File: src/rtl/multi_operand_accumulator.sv
// Push-button driven accumulator: debounced presses each enter one operand y,
// summing N operands before parking in DONE until clr or rst.
module multi_operand_accumulator #(
    parameter  int unsigned W   = 4,
    parameter  int unsigned N   = 5,
    parameter  int unsigned DEB = 4,
    localparam int unsigned SW  = W + $clog2(N),
    localparam int unsigned CW  = $clog2(N + 1)
) (
    input  logic          clk,
    input  logic          rst,
    input  logic          pb,
    input  logic          clr,
    input  logic [W-1:0]  y,
    output logic [SW-1:0] sum,
    output logic [CW-1:0] count,
    output logic          accept,
    output logic          busy,
    output logic          done
);

    localparam int unsigned CNTW = (DEB > 1) ? $clog2(DEB) : 1;

    typedef enum logic [1:0] {
        IDLE  = 2'd0,
        ACCUM = 2'd1,
        DONE  = 2'd2
    } state_t;

    state_t          state;
    state_t          state_n;
    logic            s1;
    logic            s2;
    logic            pb_db;
    logic            pb_db_q;
    logic [CNTW-1:0] db_cnt;
    logic            take;
    logic [SW-1:0]   sum_n;
    logic [CW-1:0]   count_n;
    logic [CW-1:0]   count_inc;
    logic            accept_n;

    // Two-flop synchroniser for the asynchronous button level
    always_ff @(posedge clk) begin
        if (rst) begin
            s1 <= 1'b0;
            s2 <= 1'b0;
        end else begin
            s1 <= pb;
            s2 <= s1;
        end
    end

    // Debounce: pb_db follows s2 only after DEB consecutive differing cycles
    always_ff @(posedge clk) begin
        if (rst) begin
            pb_db  <= 1'b0;
            db_cnt <= '0;
        end else if (s2 == pb_db) begin
            db_cnt <= '0;
        end else if (db_cnt == CNTW'(DEB - 1)) begin
            pb_db  <= s2;
            db_cnt <= '0;
        end else begin
            db_cnt <= db_cnt + CNTW'(1);
        end
    end

    // Registered rising-edge pulse of the debounced level
    always_ff @(posedge clk) begin
        if (rst) begin
            pb_db_q <= 1'b0;
            take    <= 1'b0;
        end else begin
            pb_db_q <= pb_db;
            take    <= pb_db & ~pb_db_q;
        end
    end

    always_ff @(posedge clk) begin
        if (rst) begin
            state <= IDLE;
        end else begin
            state <= state_n;
        end
    end

    assign count_inc = count + CW'(1);

    // Next state and next datapath values; clr outranks take
    always_comb begin
        state_n  = state;
        sum_n    = sum;
        count_n  = count;
        accept_n = 1'b0;
        if (clr) begin
            state_n = IDLE;
            sum_n   = '0;
            count_n = '0;
        end else if (take) begin
            case (state)
                IDLE: begin
                    sum_n    = SW'(y);
                    count_n  = CW'(1);
                    accept_n = 1'b1;
                    state_n  = (N == 1) ? DONE : ACCUM;
                end
                ACCUM: begin
                    sum_n    = sum + SW'(y);
                    count_n  = count_inc;
                    accept_n = 1'b1;
                    if (count_inc == CW'(N)) begin
                        state_n = DONE;
                    end
                end
                default: begin
                    state_n = state;
                end
            endcase
        end
    end

    always_ff @(posedge clk) begin
        if (rst) begin
            sum    <= '0;
            count  <= '0;
            accept <= 1'b0;
            busy   <= 1'b0;
            done   <= 1'b0;
        end else begin
            sum    <= sum_n;
            count  <= count_n;
            accept <= accept_n;
            busy   <= (state_n == ACCUM);
            done   <= (state_n == DONE);
        end
    end

endmodule

File: config.mk
export PLATFORM = sky130hd
export DESIGN_NAME = multi_operand_accumulator
export DESIGN_NICKNAME = d
export VERILOG_FILES = /design/src/rtl/multi_operand_accumulator.sv
export SDC_FILE = /design/constraint.sdc
export NUM_CORES = 1
export LEC_CHECK = 0
export BUFFER_PORTS_ARGS = -buffer_cell sky130_fd_sc_hd__buf_2
export CELL_PAD_IN_SITES_DETAIL_PLACEMENT = 1
export CELL_PAD_IN_SITES_GLOBAL_PLACEMENT = 2
export CORE_MARGIN = 2
export CORE_UTILIZATION = 31
export DETAILED_ROUTE_END_ITERATION = 8
export PLACE_DENSITY = 0.75
export SLEW_MARGIN = 10
export SYNTH_ARGS = -nofsm -noshare
export SYNTH_HDL_FRONTEND = slang
export SYNTH_SLANG_ARGS = --single-unit
File: constraint.sdc
create_clock -name clk -period 1.95 [get_ports clk]
set_input_delay 0.39 -clock clk [delete_from_list [all_inputs] [get_ports clk]]
set_output_delay 0.39 -clock clk [all_outputs]
set_load 0.01 [all_outputs]
# Yosys cells after proc, flatten, opt, wreduce, memory -nomap -nowiden
# Index checks and enable logic that the tools add are counted.
[word_totals]
register_bits = 22
inputBits = 8
output_inout_bits = 13
wordCells = 40
[op_classes]
add_sub_neg = 3
n_eq_ne = 6
n_mux = 7
bitwise = 4
reduce_logical = 8
[ops]
columns = ["operator", "count"]
rows = [
  ["7-bit one-hot mux with 2 select lines", 1],
  ["7-bit by 4-bit adder with 7-bit output", 1],
  ["2-bit two-way mux", 3],
  ["3-bit one-hot mux with 2 select lines", 1],
  ["3-bit OR reduction", 2],
  ["2-bit by 1-bit == test with 1-bit output, second input constant", 2],
  ["2-bit == test, second input constant", 2],
  ["2-bit one-hot mux with 2 select lines", 1],
  ["2-bit AND reduction", 2],
  ["2-bit OR reduction", 2],
  ["3-bit by 1-bit adder with 3-bit output, second input constant", 1],
  ["3-bit == test, second input constant", 1],
  ["1-bit inverter", 3],
  ["2-bit by 1-bit adder with 2-bit output, second input constant", 1],
  ["2-bit logical NOT", 1],
  ["2-bit nonzero test", 1],
  ["1-bit bitwise AND", 1],
  ["1-bit == test", 1],
  ["1-bit two-way mux", 1],
]

# Longest topological paths before layout
[logic_depth]
depth_word = 7
mapped_depth = 7
depth_no_buf = 7

# Worst setup path after synthesis
# OpenSTA, ideal clock, no wires.
[synth_timing]
path_type = "reg2reg"
start = "reg sum[0]"
end = "reg sum[4]"
setup_ps = 72
arrival_time_ps = 1543
t_required_ps = 1878
path_slack_ps = 335
stages_incl_launch_ff = 8
path_buffers = 0
period_less_slack_ps = 1615
path_cell_list = "dfxtp_1 > ha_1 > inv_1 > fa_1 > nor2b_1 > o21ai_0 > a21oi_1 > mux2i_1"
[synth_via]
elab_chain_cells = 2
[synth_rtl]
columns = ["item", "line_no", "rtl"]
rows = [
  ["start: declaration", "15", "output logic [SW-1:0] sum,"],
  ["start signal: assignment", "131", "sum <= sum_n;"],
  ["7-bit by 4-bit adder with 7-bit output", "109", "sum_n = sum + SW'(y);"],
  ["7-bit one-hot mux with 2 select lines", "101", "case (state)"],
]
# No other way between the ends.
# A chain may end at the register's enable or synchronous reset.

# Worst setup path in the final report
# Ends and elaborated chain as after synthesis.

==> impl_metrics.toml <==
[hold_path]
worstHoldStart = "rst"
hold_depth = 2
hp-class = "in -> reg"
whs_endpoint = "pb_db$_SDFFE_PP0P_"

[logic_synthesis]
ys_seq_area_share_pct = 43.3
yosysMostFrequentCell = "dfxtp_1"
synth_seq_cells = 22
synth_edf_count = 0
synth_area_per_cell_um2 = 9.07
yosysWarningCount = 0
synth_area_leaders = "dfxtp_1 (43%), ha_1 (8.6%), a21oi_1 (4.9%)"
syn_area_um2 = 1020
syn_nets = 128
yosysTopAreaCellShare_pct = 43.3
ys_types = 30
synth_top_area_cell = "dfxtp_1"
synth_commonest_cells = "dfxtp_1 (22), nor2_1 (12), a21oi_1 (10)"
yosys_most_used_dff = "dfxtp_1"
synthCells = 112
async_flop_share_pct = 0

[floorplan]
die_h_um = 61.3
core-area_um2 = 3080
dieWidth_um = 61.3
die_area_um2 = 3750
row_count = 20
start_util_pct = 33.0
ioPinCount = 21

[critical_path]
ff2ff_setup_slack_ns = 0.22
cp_slowest_stage_delay_ns = 0.39
cp.arrival_ns = 1.97
start_kind = "flop"
required_ns = 2.19
worstSetupPathType = "reg -> reg"
end_kind = "flop"
crit_buf_inv = 1
cp_cell_sequence = "ha_1, inv_1, fa_1, nor2b_1, o21ai_0, a21oi_1, mux2i_1"
slowest_stage = "dfxtp_1"
worstRegToRegCells = 7
r2r-end = "sum[4]$_SDFFE_PP0P_"
cp_top_family = "adder cells"
r2r-start = "sum[0]$_SDFFE_PP0P_"
critPathMaxFanout = 3

[power_and_ir_drop]
vdd_ir_drop_max_mv = 0.296
p_per_area_nw_per_um2 = 691
power.leakage_nw = 0.486

[timing]
finalSetupViolCount = 0
timing.final.crit_share_pct = 88.7
hold_violations = 0
setup_slack_ns = 0.220
setup-tns-final_ns = 0
maxSlewViolCount = 0
fin_crit_ns = 1.73
max_slew.worst_pin.slew_ns = 0.394
max_freq_mhz = 578
finalClockSkew_ns = 0.00491
rsz0062_at_grt = "no"
relSlewSlack_pct = 73.8

[clock_network]
holdBufCountCts = 0
post_cts_buffers = 0
numCtsBuffers = 3
htree_levels = 1
clkSinkCount = 22
clk-insertion-delay-late_ns = 0.31
clock_path_buffers = 2
post_cts_resized = 0
cts_root_buf = "clkbuf_4"
cts_tree = "yes"
path_clk_slew_ns = 0.13

[global_route]
grt_pass1_wl_mm = 3.55
grt_max_degree = 14
grt_pass1_vias = 813
grt.overflow.total = 0
antenna_found_initial = 0
track_usage_pct = 12.8

[status]
status = "complete, no violations"

[routing]
first_pass_iters = 4
avgViaCountPerCell = 4.66
wl_per_cell_um = 11.7
drt_iter0_drc = 18
drc = 0
wl_mm = 2.06
postRouteAntennaNets = 0
vias = 821

[placed_design]
gp_congestion = 0.751
dp_worst_setup_slack_ns = 0.0762
dpl.hpwl_mm = 1.58
port_buffers = 20
dp.cells = 172

[cells_and_area]
drive_above_1_share_pct = 22.7
final_nets = 149
antenna_cells = 0
fin_cells = 176
area_growth_syn_to_layout_pct = 18.6
final_core_util_pct = 39.1

[run]
max-cap-violations = 0
==> worst register-to-register path: cells and delay by family, from the launching register on <==
kind                     cells  cell delay [ns]
flip-flops                   1             0.39
AND/OR/NAND/NOR              1             0.16
AO/OA/AOI/OAI                2             0.33
adder cells (fa/ha/maj)      2             0.55
buffers and inverters        1             0.05
multiplexers                 1             0.19
==> where the power goes <==
group	internal, mW	switching [mW]
clock network	0.208	0.140
registers	0.452	0.00113
logic	0.0148	0.0177
total	0.674	0.159
==> sequential cells by signal, indices dropped and copies added (netlist names) <==
signal and count:
db_cnt 2, s1 1, accept 1, sum 7
s2 1, count 3, take 1, pb_db 1
done 1, state 2, pb_db_q 1, busy 1
==> per-layer routing <==
metal	track usage (%)	routed length, um
met2	20.5	996
met4	5.59	15
met1	17.2	987
met5	0	0
met3	1.89	58
==> how the worst max path moves through the flow <==
stage                        startpoint                  end  slack (ns)  depth (start not counted)
CTS                 sum[0]$_SDFFE_PP0P_  sum[6]$_SDFFE_PP0P_        0.18                          7
global placement                   y[0]  sum[6]$_SDFFE_PP0P_        0.16                          8
floorplan           sum[0]$_SDFFE_PP0P_  sum[4]$_SDFFE_PP0P_        0.34                          7
detailed placement                 y[0]  sum[6]$_SDFFE_PP0P_        0.08                          8
finish              sum[0]$_SDFFE_PP0P_  sum[4]$_SDFFE_PP0P_        0.22                          7
global route        sum[0]$_SDFFE_PP0P_  sum[4]$_SDFFE_PP0P_        0.01                          7
==> cells in the final DEF, fill, tap and decap left out, types with 3 or more instances in the layout <==
| master | count |
|---|---|
| mux2i_1 | 5 |
| buf_2 | 20 |
| a21oi_1 | 10 |
| nor2_1 | 12 |
| o21ai_0 | 3 |
| ha_1 | 7 |
| nand2b_1 | 3 |
| nor2b_1 | 6 |
| dfxtp_1 | 22 |
| nand2_1 | 7 |
| nand3_1 | 3 |
| clkbuf_4 | 3 |
| a211oi_1 | 4 |
| inv_1 | 7 |
==> stage by stage <==
step	cell area, um^2	total power [mW]	hold WS [ns]
floorplan	1020	0.482	0.367
finish	1200	0.833	0.294
CTS	1200	0.851	0.285
detailed placement	1150	0.496	0.381
global route	1200	0.877	0.271
global placement	1150	0.495	0.374
==> cells by family (layout without fill, tap and decap cells) <==
kind of cell	after synthesis	in the layout	share of synthesized area [%]
flops	22	22	43.3
compound gates	23	23	14.3
mux	5	5	4.93
fa+ha+maj	8	8	10.6
buf+inv	12	32	4.80
simple gates	40	40	20.3
xor+xnor	2	2	1.72
==> layout make-up <==
cell class | instances | area (um^2)
fillers | 384 | 1870
multi-input cells | 78 | 527
flip-flops and latches | 22 | 440
repair buffers | 20 | 100
well taps | 44 | 55.1
clock inverters | 1 | 30.0
inverters | 8 | 30.0
clock buffers | 3 | 22.5
No activity file was read; power rests on OpenSTA's default activity.
